$ cat src/rtl/uart_tx_buffered.sv
// uart_tx_buffered: byte FIFO feeding an 8-bit UART transmitter.
// The serial frame is start(0), data LSB first, an optional even-parity bit, then stop(1).
// Optional feature: define UART_TX_PARITY_EN to insert the even-parity bit,
// which gives an 11-bit frame. Without it the frame is 10 bits.
//
// Handshake (valid/ready): a byte on `in` is accepted on every rising edge where
// inValid and inReady are both 1. inReady depends only on the FIFO fill level
// (not on inValid), so a producer may hold inValid high and wait for inReady.
//
// The tx line is registered from the current state. It therefore follows the FSM
// by one cycle. A byte popped on edge N appears as a falling start bit on edge N+1.
module uart_tx_buffered #(
  parameter int CLOCK_RATE = 50000000,
  parameter int BAUD_RATE  = 9600,
  parameter int FIFO_DEPTH = 8
) (
  input  logic                          clk,
  input  logic                          rst,
  input  logic                          en,
  input  logic [7:0]                    in,
  input  logic                          inValid,
  output logic                          inReady,
  output logic                          tx,
  output logic                          busy,
  output logic                          done,
  output logic [$clog2(FIFO_DEPTH):0]   fifoCount,
  output logic [2:0]                    dbg_state
);

  localparam int BAUD_DIV = CLOCK_RATE / BAUD_RATE;
  localparam int BW       = (BAUD_DIV > 1) ? $clog2(BAUD_DIV) : 1;
  localparam int AW       = $clog2(FIFO_DEPTH);
  localparam int CW       = AW + 1;

  typedef enum logic [2:0] {
    S_IDLE   = 3'd0,
    S_START  = 3'd1,
    S_DATA   = 3'd2,
`ifdef UART_TX_PARITY_EN
    S_PARITY = 3'd3,
`endif
    S_STOP   = 3'd4
  } state_t;

  state_t          state_q, state_d;
  logic [BW-1:0]   baud_q, baud_d;
  logic [2:0]      bit_q, bit_d;
  logic [7:0]      data_q, data_d;
  logic            tx_q, tx_d;
  logic            done_q, done_d;

  logic [7:0]      mem_q [FIFO_DEPTH];
  logic [AW-1:0]   wr_ptr_q, wr_ptr_d;
  logic [AW-1:0]   rd_ptr_q, rd_ptr_d;
  logic [CW-1:0]   count_q, count_d;

  logic            push;
  logic            pop;
  logic            baud_tick;
  logic            can_start;
  logic [7:0]      head;

  assign inReady   = (count_q != CW'(FIFO_DEPTH));
  assign push      = inValid && inReady;
  assign head      = mem_q[rd_ptr_q];
  assign baud_tick = (baud_q == BW'(BAUD_DIV - 1));
  assign can_start = en && (count_q != '0);

  assign tx        = tx_q;
  assign busy      = (state_q != S_IDLE);
  assign done      = done_q;
  assign fifoCount = count_q;
  assign dbg_state = state_q;

  // FIFO pointer and occupancy update; a push and a pop in the same cycle leave the count unchanged.
  always_comb begin
    wr_ptr_d = wr_ptr_q;
    rd_ptr_d = rd_ptr_q;
    count_d  = count_q;
    if (push) wr_ptr_d = wr_ptr_q + AW'(1);
    if (pop)  rd_ptr_d = rd_ptr_q + AW'(1);
    case ({push, pop})
      2'b10:   count_d = count_q + CW'(1);
      2'b01:   count_d = count_q - CW'(1);
      default: count_d = count_q;
    endcase
  end

  // Frame sequencing. Each state lasts one bit period.
  // A pop happens only when leaving IDLE or STOP for START.
  always_comb begin
    state_d = state_q;
    baud_d  = baud_q;
    bit_d   = bit_q;
    data_d  = data_q;
    pop     = 1'b0;
    done_d  = 1'b0;
    case (state_q)
      S_IDLE: begin
        baud_d = '0;
        bit_d  = '0;
        if (can_start) begin
          state_d = S_START;
          pop     = 1'b1;
          data_d  = head;
        end
      end
      S_START: begin
        if (baud_tick) begin
          baud_d  = '0;
          bit_d   = '0;
          state_d = S_DATA;
        end else begin
          baud_d = baud_q + BW'(1);
        end
      end
      S_DATA: begin
        if (baud_tick) begin
          baud_d = '0;
          if (bit_q == 3'd7) begin
            bit_d   = '0;
`ifdef UART_TX_PARITY_EN
            state_d = S_PARITY;
`else
            state_d = S_STOP;
`endif
          end else begin
            bit_d = bit_q + 3'd1;
          end
        end else begin
          baud_d = baud_q + BW'(1);
        end
      end
`ifdef UART_TX_PARITY_EN
      S_PARITY: begin
        if (baud_tick) begin
          baud_d  = '0;
          state_d = S_STOP;
        end else begin
          baud_d = baud_q + BW'(1);
        end
      end
`endif
      S_STOP: begin
        if (baud_tick) begin
          baud_d = '0;
          done_d = 1'b1;
          if (can_start) begin
            state_d = S_START;
            pop     = 1'b1;
            data_d  = head;
          end else begin
            state_d = S_IDLE;
          end
        end else begin
          baud_d = baud_q + BW'(1);
        end
      end
      default: begin
        state_d = S_IDLE;
        baud_d  = '0;
        bit_d   = '0;
      end
    endcase
  end

  // Line level for the bit that the current state represents.
  always_comb begin
    tx_d = 1'b1;
    case (state_q)
      S_START:  tx_d = 1'b0;
      S_DATA:   tx_d = data_q[bit_q];
`ifdef UART_TX_PARITY_EN
      S_PARITY: tx_d = ^data_q;
`endif
      default:  tx_d = 1'b1;
    endcase
  end

  // State, counters, FIFO pointers and registered outputs. Reset aborts any frame.
  always_ff @(posedge clk) begin
    if (rst) begin
      state_q  <= S_IDLE;
      baud_q   <= '0;
      bit_q    <= '0;
      data_q   <= '0;
      tx_q     <= 1'b1;
      done_q   <= 1'b0;
      wr_ptr_q <= '0;
      rd_ptr_q <= '0;
      count_q  <= '0;
    end else begin
      state_q  <= state_d;
      baud_q   <= baud_d;
      bit_q    <= bit_d;
      data_q   <= data_d;
      tx_q     <= tx_d;
      done_q   <= done_d;
      wr_ptr_q <= wr_ptr_d;
      rd_ptr_q <= rd_ptr_d;
      count_q  <= count_d;
    end
  end

  // FIFO storage write; contents need no reset because the occupancy count gates every read.
  always_ff @(posedge clk) begin
    if (push) mem_q[wr_ptr_q] <= in;
  end

endmodule

$ cat config.mk
export PLATFORM = sky130hd
export DESIGN_NAME = uart_tx_buffered
export DESIGN_NICKNAME = d
export VERILOG_FILES = /design/src/rtl/uart_tx_buffered.sv
export SDC_FILE = /design/constraint.sdc
export NUM_CORES = 1
export LEC_CHECK = 0
export ABC_AREA = 1
export BUFFER_PORTS_ARGS = -buffer_cell sky130_fd_sc_hd__buf_4
export CAP_MARGIN = 20
export CELL_PAD_IN_SITES_DETAIL_PLACEMENT = 0
export CELL_PAD_IN_SITES_GLOBAL_PLACEMENT = 2
export CORE_MARGIN = 10
export CORE_UTILIZATION = 40
export CTS_BUF_LIST = sky130_fd_sc_hd__clkbuf_8
export DETAILED_ROUTE_END_ITERATION = 6
export GPL_ROUTABILITY_DRIVEN = 1
export MAX_ROUTING_LAYER = met4
export PLACE_DENSITY = 0.85
export SLEW_MARGIN = 10
export SYNTH_ARGS = -nofsm -noshare
export SYNTH_HDL_FRONTEND = slang
export SYNTH_SLANG_ARGS = --single-unit
export TNS_END_PERCENT = 30
$ cat constraint.sdc
create_clock -name clk -period 2.65 [get_ports clk]
set_input_delay 0.6625 -clock clk [delete_from_list [all_inputs] [get_ports clk]]
set_output_delay 0.6625 -clock clk [all_outputs]
set_load 0.01 [all_outputs]
==> flow_summary.yaml <==
status:
  status: "completed"
sta:
  fin_crit_sh_pct: 87.9
  max_freq_mhz: 429
  clock_skew_ns: 0.00656
  post-route-worst-setup-slack_ns: 0.321
  min_period_ns: 2.33
  final.setup.tns_ns: 0
  maxSlewViolCount: 0
  slew_headroom_pct: 41.3
  rsz0062_at_grt: "false"
  whs_ns: 0.453
  worst_pin_slew_ns: 0.879
  setup_viol: 0
  hold_viol: 0
run:
  cap_violations: 0
clock_tree:
  postCtsSetupBuffers: 0
  cts_root_buf: "clkbuf_8"
  cts-htree-levels: 3
  cts.sinks: 106
  cts_hold_buf: 0
  cts_buffer_depth: 2
  cts-resized-gates: 0
  path_clk_slew_ns: 0.10
  cts_made_buffers: 9
  clk_latency_ns: 0.39
  cts_tree: "yes"
global_route:
  overflow: 0
  track_usage_pct: 12.8
  grt_pass1_wl_um: 16000
  antenna_found_initial: 0
  grt_max_degree: 33
  first_global_vias: 3234
critical_path:
  cpPeakStageDelay_ns: 0.36
  path_cells: "ha_1 > nand2_1 > nor2_2 > nand3_2 > nand2_2 > nand2_2 > inv_1 > ha_1 > xor2_1 > ha_1 > a21oi_1 > xnor2_1 > o21ai_0 > inv_1"
  cp_max_fo: 4
  cp-start-kind: "flop"
  cp_num_buf_inv: 2
  cp.required_ns: 2.94
  critPathTopFamily: "adder cells"
  slowest_stage: "dfxtp_1"
  arrival_ns: 2.61
  crit_top_cell: "ha_1"
  worstSetupPathType: "flop to flop"
  critical_path.endpoint_type: "flop"
pwr:
  p_int_mw: 2.91
  clkPwrFrac_pct: 22.5
  p_sw_mw: 1.65
  peakVddDrop_uv: 389
  combPwrFrac_pct: 32.3
  p_sw_share_pct: 36.3
  p_leak_nw: 2.08
  total_power_mw: 4.56
  powerDensity_nw_per_um2: 880
  seqPwrFrac_pct: 45.2
logic_synthesis:
  ys_types: 31
  ys_seq_area_share_pct: 59.6
  synth_area_leaders: "edfxtp_1 (41%), dfxtp_1 (18%), nor2_1 (9.7%)"
  syn-cell-area_um2: 4640
  synth_nets: 540
  yosysWarnings: 0
  synth_top_area_cell: "edfxtp_1"
  synth_area_per_cell_um2: 8.91
  synth_top_area_share_pct: 41.5
  ys_ff_latch: 106
  syn_inst: 520
route:
  postRouteWirelength_um: 9710
  ant_nets: 0
  post-route-drc-count: 0
  wl_per_cell_um: 14.0
  via_count: 3293
  drt-initial-drc-count: 201
  drtPass1Iterations: 4
  via_per_inst: 4.73
placed_design:
  place_worst_setup_slack_ns: 0.310
  gp_congestion: 0.775
  numPortBuffers: 22
  dpl.hpwl_um: 6430
final_layout:
  register_area_um2: 2760
  mostFrequentLayoutCells: "nor2_1 (119), nand2_1 (108), edfxtp_1 (64)"
  area_growth_pct: 11.7
  diodes: 0
  final_nets: 568
  mostFrequentLayoutCell: "nor2_1"
  drive_gt1_share_pct: 10.8
  fin_util_pct: 45.5
  fillers: 1117
  multi_input_area_um2: 1610
worst_hold_path:
  holdCritPathClass: "flop to flop"
die:
  die-area_um2: 16300
  ioPinCount: 23
  fp-row-count: 39
  fp.dieW_um: 128
  start_util_pct: 40.8
  core_area_um2: 11400
  chipHeight_um: 128
-- final timing paths --
| path | from | to | slack, ns | depth (start not counted) |
|---|---|---|---|---|
| max | baud_q[0]$_SDFF_PP0_ | fifoCount[2]$_SDFFE_PP0P_ | 0.32 | 14 |
| min | baud_q[0]$_SDFF_PP0_ | baud_q[0]$_SDFF_PP0_ | 0.45 | 1 |
| max reg2reg | baud_q[0]$_SDFF_PP0_ | fifoCount[2]$_SDFFE_PP0P_ | 0.32 | 14 |
| min reg2reg | baud_q[0]$_SDFF_PP0_ | baud_q[0]$_SDFF_PP0_ | 0.45 | 1 |
-- power by group through the flow --
stage	registers (mW)	clock network, mW	logic [mW]
after floorplan	2.08	0	1.11
after detailed placement	2.10	0	1.49
after CTS	2.06	1.06	1.50
after global placement	2.09	0	1.49
after global routing	2.08	1.13	1.73
final	2.06	1.03	1.47
-- routing by layer --
metal / track usage, % / vias to the layer above / routed length, um
li1: - / 1743 / -
met3: 3.06 / 16 / 448
met5: - / - / 0
met2: 19.0 / 56 / 4280
met4: 5.56 / 0 / 193
met1: 16.4 / 1478 / 4790
-- logic make-up after synthesis --
group / after synthesis / share of synthesized area [%]
xor+xnor: 9 / 1.70
compound gates: 63 / 7.23
simple gates: 270 / 23.5
fa+ha+maj: 8 / 2.16
flops: 106 / 59.6
buf+inv: 64 / 5.78
-- flip-flops by register name, summed over array words and instances, names as in the netlist, named ones only --
| name | count |
|---|---|
| rd_ptr_q | 3 |
| bit_q | 3 |
| fifoCount | 4 |
| data_q | 8 |
| tx | 1 |
| dbg_state | 3 |
| wr_ptr_q | 3 |
| mem_q | 64 |
| done | 1 |
| baud_q | 13 |
-- cell usage after synthesis --
master    number
buf_2          8
buf_6          1
clkbuf_2       2
inv_1         45
a21oi_1       17
and2_1         1
a22oi_1        2
or2_2          1
nand3_1       23
a21oi_2        1
o211ai_1       3
buf_4          2
edfxtp_1      64
clkbuf_1       4
o21ai_0       37
clkinv_1       1
nand2_2        2
nor2_2         1
ha_1           8
dfxtp_1       42
nand3_2        2
nor3_1         6
xnor2_1        2
nand2_1      108
nor3b_1        1
o21ai_1        2
inv_2          1
nand4_1        5
xor2_1         7
o21ai_2        1
nor2_1       120
-- cell type report --
| class | instances | share of cell area, % |
|---|---|---|
| multi-input combinational | 350 | 31.0 |
| clock buffer | 9 | 2.39 |
| tap | 143 | 3.45 |
| clock inverter | 7 | 1.43 |
| sequential | 106 | 53.3 |
| timing repair buffer | 34 | 4.93 |
| inverter | 47 | 3.41 |
-- per-stage QoR --
| step | std cells | area [um2] |
|---|---|---|
| finish | 696 | 5180 |
| detailed placement | 680 | 4980 |
| CTS | 696 | 5180 |
| floorplan | 520 | 4640 |
| global route | 696 | 5180 |
| global placement | 680 | 4980 |
Note: power is estimated with default switching activity, not from simulation.
